<file path="config.mk">
export PLATFORM = sky130hd
export DESIGN_NAME = alu_arbiter
export DESIGN_NICKNAME = d
export VERILOG_FILES = /design/src/rtl/alu_arbiter.sv
export SDC_FILE = /design/constraint.sdc
export NUM_CORES = 1
export LEC_CHECK = 0
export ABC_AREA = 1
export CORE_UTILIZATION = 50
export CTS_CLUSTER_SIZE = 16
export DETAILED_ROUTE_END_ITERATION = 10
export MAX_ROUTING_LAYER = met4
export PLACE_DENSITY_LB_ADDON = 0.05
export SYNTH_ARGS = -nofsm -noshare
export SYNTH_HDL_FRONTEND = slang
export SYNTH_SLANG_ARGS = --single-unit
</file>
<file path="constraint.sdc">
create_clock -name clk -period 6.8 [get_ports clk]
set_input_delay 1.02 -clock clk [delete_from_list [all_inputs] [get_ports clk]]
set_output_delay 1.02 -clock clk [all_outputs]
set_load 0.03 [all_outputs]
</file>
<file path="src/rtl/alu_arbiter.sv">
// Two-requester, single-ALU arbiter: accept one op in IDLE, compute in EXEC, hold result in RESP.
// Define ALU_ARB_RR_EN for round-robin arbitration; the default build uses fixed priority (req0 first).
module alu_arbiter #(
  parameter int WIDTH = 32
) (
  input  logic             clk,
  input  logic             reset,
  input  logic             req0_valid,
  output logic             req0_ready,
  input  logic [WIDTH-1:0] req0_a,
  input  logic [WIDTH-1:0] req0_b,
  input  logic [3:0]       req0_ctrl,
  input  logic             req1_valid,
  output logic             req1_ready,
  input  logic [WIDTH-1:0] req1_a,
  input  logic [WIDTH-1:0] req1_b,
  input  logic [3:0]       req1_ctrl,
  output logic             rsp_valid,
  input  logic             rsp_ready,
  output logic             rsp_id,
  output logic [WIDTH-1:0] rsp_result,
  output logic             rsp_zero,
  output logic             busy,
  output logic [1:0]       dbg_state
);

  // Handshake: a request transfers on a rising edge where reqN_valid && reqN_ready;
  // a response transfers on a rising edge where rsp_valid && rsp_ready.
  typedef enum logic [1:0] {
    IDLE = 2'd0,
    EXEC = 2'd1,
    RESP = 2'd2
  } state_t;

  state_t           state_q, state_d;
  logic [WIDTH-1:0] a_q, a_d, b_q, b_d;
  logic [3:0]       ctrl_q, ctrl_d;
  logic             id_q, id_d;
  logic [WIDTH-1:0] result_q, result_d;
  logic             zero_q, zero_d;
  logic             rsp_id_q, rsp_id_d;
  logic             gnt0, gnt1;
  logic [WIDTH-1:0] alu_res;

`ifdef ALU_ARB_RR_EN
  logic last_q, last_d;

  // On contention the requester not granted last wins.
  always_comb begin
    gnt0 = req0_valid && (!req1_valid || last_q);
    gnt1 = req1_valid && (!req0_valid || !last_q);
  end

  always_ff @(posedge clk or posedge reset) begin
    if (reset) last_q <= 1'b1;
    else       last_q <= last_d;
  end
`else
  always_comb begin
    gnt0 = req0_valid;
    gnt1 = req1_valid && !req0_valid;
  end
`endif

  assign req0_ready = (state_q == IDLE) && !reset && gnt0;
  assign req1_ready = (state_q == IDLE) && !reset && gnt1;

  always_comb begin
    case (ctrl_q)
      4'b0000: alu_res = a_q & b_q;
      4'b0001: alu_res = a_q | b_q;
      4'b0010: alu_res = a_q + b_q;
      4'b0110: alu_res = a_q - b_q;
      default: alu_res = '0;
    endcase
  end

  always_comb begin
    state_d  = state_q;
    a_d      = a_q;
    b_d      = b_q;
    ctrl_d   = ctrl_q;
    id_d     = id_q;
    result_d = result_q;
    zero_d   = zero_q;
    rsp_id_d = rsp_id_q;
`ifdef ALU_ARB_RR_EN
    last_d   = last_q;
`endif
    case (state_q)
      IDLE: begin
        if (req0_ready) begin
          a_d     = req0_a;
          b_d     = req0_b;
          ctrl_d  = req0_ctrl;
          id_d    = 1'b0;
          state_d = EXEC;
`ifdef ALU_ARB_RR_EN
          last_d  = 1'b0;
`endif
        end else if (req1_ready) begin
          a_d     = req1_a;
          b_d     = req1_b;
          ctrl_d  = req1_ctrl;
          id_d    = 1'b1;
          state_d = EXEC;
`ifdef ALU_ARB_RR_EN
          last_d  = 1'b1;
`endif
        end
      end
      EXEC: begin
        result_d = alu_res;
        zero_d   = (alu_res == '0);
        rsp_id_d = id_q;
        state_d  = RESP;
      end
      RESP: begin
        if (rsp_ready) state_d = IDLE;
      end
      default: state_d = IDLE;
    endcase
  end

  always_ff @(posedge clk or posedge reset) begin
    if (reset) begin
      state_q  <= IDLE;
      a_q      <= '0;
      b_q      <= '0;
      ctrl_q   <= '0;
      id_q     <= 1'b0;
      result_q <= '0;
      zero_q   <= 1'b1;
      rsp_id_q <= 1'b0;
    end else begin
      state_q  <= state_d;
      a_q      <= a_d;
      b_q      <= b_d;
      ctrl_q   <= ctrl_d;
      id_q     <= id_d;
      result_q <= result_d;
      zero_q   <= zero_d;
      rsp_id_q <= rsp_id_d;
    end
  end

  assign rsp_valid  = (state_q == RESP);
  assign busy       = (state_q != IDLE);
  assign rsp_id     = rsp_id_q;
  assign rsp_result = result_q;
  assign rsp_zero   = zero_q;
  assign dbg_state  = state_q;

endmodule

</file>
==> impl_metrics.py <==
metrics = {
    "timing": {
        "final.setup.worst_slack_ns": 2.63,
        "final_setup_skew_ns": 0.0103,
        "rsz0062_at_grt": "false",
        "fin_tns_setup_ns": 0,
        "timing.slew.headroom_pct": 21.5,
        "maxSlewViolCount": 0,
        "achievable-frequency_mhz": 240,
        "report.final.hold_viol_count": 0,
        "post-route-min-period_ns": 4.17,
        "timing.final.crit_share_pct": 61.4,
        "worst-slew-pin-transition_ns": 1.18,
        "finalSetupViolCount": 0,
    },
    "route": {
        "drt_first_iter_violations": 692,
        "drc": 0,
        "drt_first_pass_iters": 7,
        "totalWireLength_um": 28600,
        "vias_per_cell": 5.39,
        "antenna_left": 0,
        "drt-wirelength-per-cell_um": 16.2,
        "vias": 9496,
    },
    "power": {
        "static-leakage-power_nw": 5.40,
        "total_power_mw": 6.46,
        "switching_share_pct": 56.3,
        "power_switching_mw": 3.64,
        "power_density_mw_per_mm2": 596,
        "largest_vdd_supply_drop_v": 0.000244,
        "clkPwrFrac_pct": 8.7,
        "seq_power_share_pct": 20.8,
        "p_int_mw": 2.82,
        "p_comb_share_pct": 70.4,
    },
    "clocking": {
        "cts_root_buffer_type": "sky130_fd_sc_hd__clkbuf_16",
        "post-cts-setup-buffers": 0,
        "ctsHtreeMaxLevel": 3,
        "clk_transition_reported_paths_ns": 0.08,
        "clock-sinks": 105,
        "clockBufferDepth": 2,
        "numCtsBuffers": 9,
        "tritoncts": "built",
        "post_cts_resize_count": 0,
        "cts.hold.buffers_added": 0,
        "clock_latency_on_the_worst_skew_pair_ns": 0.36,
    },
    "global_route": {
        "global_routing_s_busiest_layer": "met2",
        "antenna_found_initial": 0,
        "grt_start_max_net_pins": 73,
        "gr-usage-all-layers_pct": 34.2,
        "met2_usage_pct": 49.9,
        "global_route_wire_length_before_repair_um": 45500,
        "grt_remaining_overflow": 0,
        "first_global_vias": 8623,
        "globalRouteMet1Util_pct": 49.3,
        "met3_usage_pct": 4.44,
    },
    "final_layout": {
        "register_area_mm2": 0.00263,
        "num_antenna_cells": 0,
        "num-fill-cells": 1581,
        "layout.cell_area.non_filler_mm2": 0.0108,
        "utilization_pct": 65.1,
        "post_synthesis_to_final_layout_area_growth_pct": 26.4,
        "drive_gt1_share_pct": 3.63,
        "fin_nets": 1713,
        "multi_input_combinational_cell_area_mm2": 0.00508,
    },
    "synth": {
        "post_synth.cell_area_avg_um2": 6.19,
        "count_of_flip_flops_with_a_built_in_enable_after_synthesis": 0,
        "async_flop_share_pct": 100,
        "synth.lib_cells_used.distinct": 42,
        "postSynthRegisterBits": 105,
        "netlist_area_mm2": 0.00857,
        "ys_seq_area_share_pct": 30.7,
        "dominantRegCellSynth": "sky130_fd_sc_hd__dfrtp_1",
        "yosysTopAreaCell": "sky130_fd_sc_hd__dfrtp_1",
        "synth_area_leaders": "sky130_fd_sc_hd__dfrtp_1, sky130_fd_sc_hd__nand2_1, sky130_fd_sc_hd__nor2_1",
        "synth_top_area_share_pct": 30.4,
        "synthesis.instances": 1385,
        "postSynthNetCount": 1561,
        "yosys_warnings": 0,
    },
    "worst_hold_path": {
        "min_path_cells": 2,
        "worstHoldStart": "rsp_result[4]",
        "worst_hold_path.endpoint": "rsp_result[4]",
        "timing.hold.worst.class": "flop to flop",
    },
    "worst_setup_path": {
        "crit_fanout": 5,
        "regToRegSetupSlack_ns": 2.63,
        "cpLargestDelayFamily": "simple AND/OR/NAND/NOR gates",
        "crit_top_cell": "sky130_fd_sc_hd__nand2_1",
        "crit_required_ns": 7.11,
        "cp-end-kind": "flop",
        "timing.critical_path.from_type": "flop",
        "worstReg2RegEnd": "rsp_zero",
        "source_of_the_worst_register_to_register_timing_path": "b_q[0]",
        "crit_path_max_incr_delay_ns": 0.45,
        "worstPathBufferInverterCount": 2,
        "timing.reg2reg.worst_path_depth": 28,
        "kind_of_critical_path": "flop to flop",
        "cp.arrival_ns": 4.48,
        "cpMaxStageDelayCell": "sky130_fd_sc_hd__dfrtp_1",
    },
    "place": {
        "detailed_place_hpwl_um": 22600,
        "finalWeightedCongestion": 0.993,
        "placed_cell_area_mm2": 0.0105,
        "count_of_buffers_from_port_buffering": 180,
        "pre_cts_ws_ns": 2.71,
    },
    "die": {
        "dieArea_mm2": 0.0177,
        "floorplan.io_pins": 181,
        "die_width_um": 133,
        "core_area_mm2": 0.0166,
        "initial_utilization_pct": 51.5,
        "chipHeight_um": 133,
        "num_rows": 47,
    },
    "flow_run": {
        "cap_viol_max_count": 0,
    },
    "run_status": {
        "outcome": "finished clean",
    },
}
## synthesized netlist by cell type (24+ instances only)
master,n
sky130_fd_sc_hd__nor2_1,213
sky130_fd_sc_hd__a21oi_1,99
sky130_fd_sc_hd__nand3_1,84
sky130_fd_sc_hd__dfrtp_1,104
sky130_fd_sc_hd__nand2_1,387
sky130_fd_sc_hd__o21ai_0,92
sky130_fd_sc_hd__inv_1,177
sky130_fd_sc_hd__clkbuf_1,28
sky130_fd_sc_hd__xor2_1,24
sky130_fd_sc_hd__a31oi_1,44
sky130_fd_sc_hd__ha_1,34
## worst max path at each step
stage                       from          to  cells past startpoint
after floorplan            reset  req0_ready                      4
after global placement    b_q[0]    rsp_zero                     28
after detailed placement  b_q[0]    rsp_zero                     28
after CTS                 b_q[0]    rsp_zero                     28
after global routing      b_q[0]    rsp_zero                     29
final                     b_q[0]    rsp_zero                     28
## worst min-delay path: stages (launching register included)
cell and delay, ns:
sky130_fd_sc_hd__dfrtp_1 0.36, sky130_fd_sc_hd__nand2_1 0.05, sky130_fd_sc_hd__nand2_1 0.05
## layout make-up
class,instances,share of cell area (%)
multi-input cells,1050,46.8
inverters,185,6.43
clock inverters,6,0.681
well taps,220,2.54
repair buffers,186,17.0
flip-flops and latches,105,24.3
clock buffers,10,2.21
## per-layer routing
metal	share of wire [%]	vias to the layer above
met1	46	4309
met5	0	-
met3	8.2	39
li1	-	4733
met2	44	415
met4	1.9	0
## stage by stage
stage                     instances  hold slack, ns
after floorplan                1385           0.491
after global placement         1746           0.466
after detailed placement       1746           0.476
after CTS                      1762           0.497
after global routing           1762           0.522
final                          1762           0.494
## power by group through the flow
stage	registers, mW	logic, mW	clock network (mW)
5_1_grt	1.39	5.13	0.593
3_3_place_gp	1.33	4.42	0
3_5_place_dp	1.34	4.45	0
2_1_floorplan	1.37	3.10	0
4_1_cts	1.33	4.48	0.574
6_report	1.35	4.55	0.565
## flip-flops by register name (all words and copies together) (netlist names)
name and flops:
a_q 32, b_q 32, ctrl_q 4, dbg_state 2, id_q 1, rsp_id 1
rsp_result 32, rsp_zero 1
## kinds of logic (layout without fill, tap and decap cells)
family	count (synthesis)	count (layout)	synth area share [%]
AOI/OAI and AO/OA	245	245	15.2
buffers and inverters	230	387	10.3
adders and majority gates	38	38	5.55
DFF	105	105	30.7
xor gates and xnor gates	29	29	2.96
and+or+nand+nor	738	738	35.3
## placed cells by master, fill, tap and decap left out, drive strengths merged, types with 2 or more instances in the layout
cell | netlist | layout
inv | 183 | 185
or2 | 3 | 3
nand3b | 6 | 6
nor3 | 13 | 13
a21oi | 99 | 99
buf | 15 | 6
xnor2 | 5 | 5
clkinv | 2 | 4
nand3 | 85 | 85
a31oi | 44 | 44
clkdlybuf4s50 | 0 | 180
dfrtp | 104 | 104
and2 | 3 | 3
nor2 | 222 | 222
ha | 34 | 34
maj3 | 3 | 3
nand4 | 13 | 13
xor2 | 24 | 24
clkbuf | 30 | 10
o21bai | 2 | 2
o21ai | 96 | 96
nand2 | 392 | 392
No activity file was read; power rests on OpenSTA's default activity.
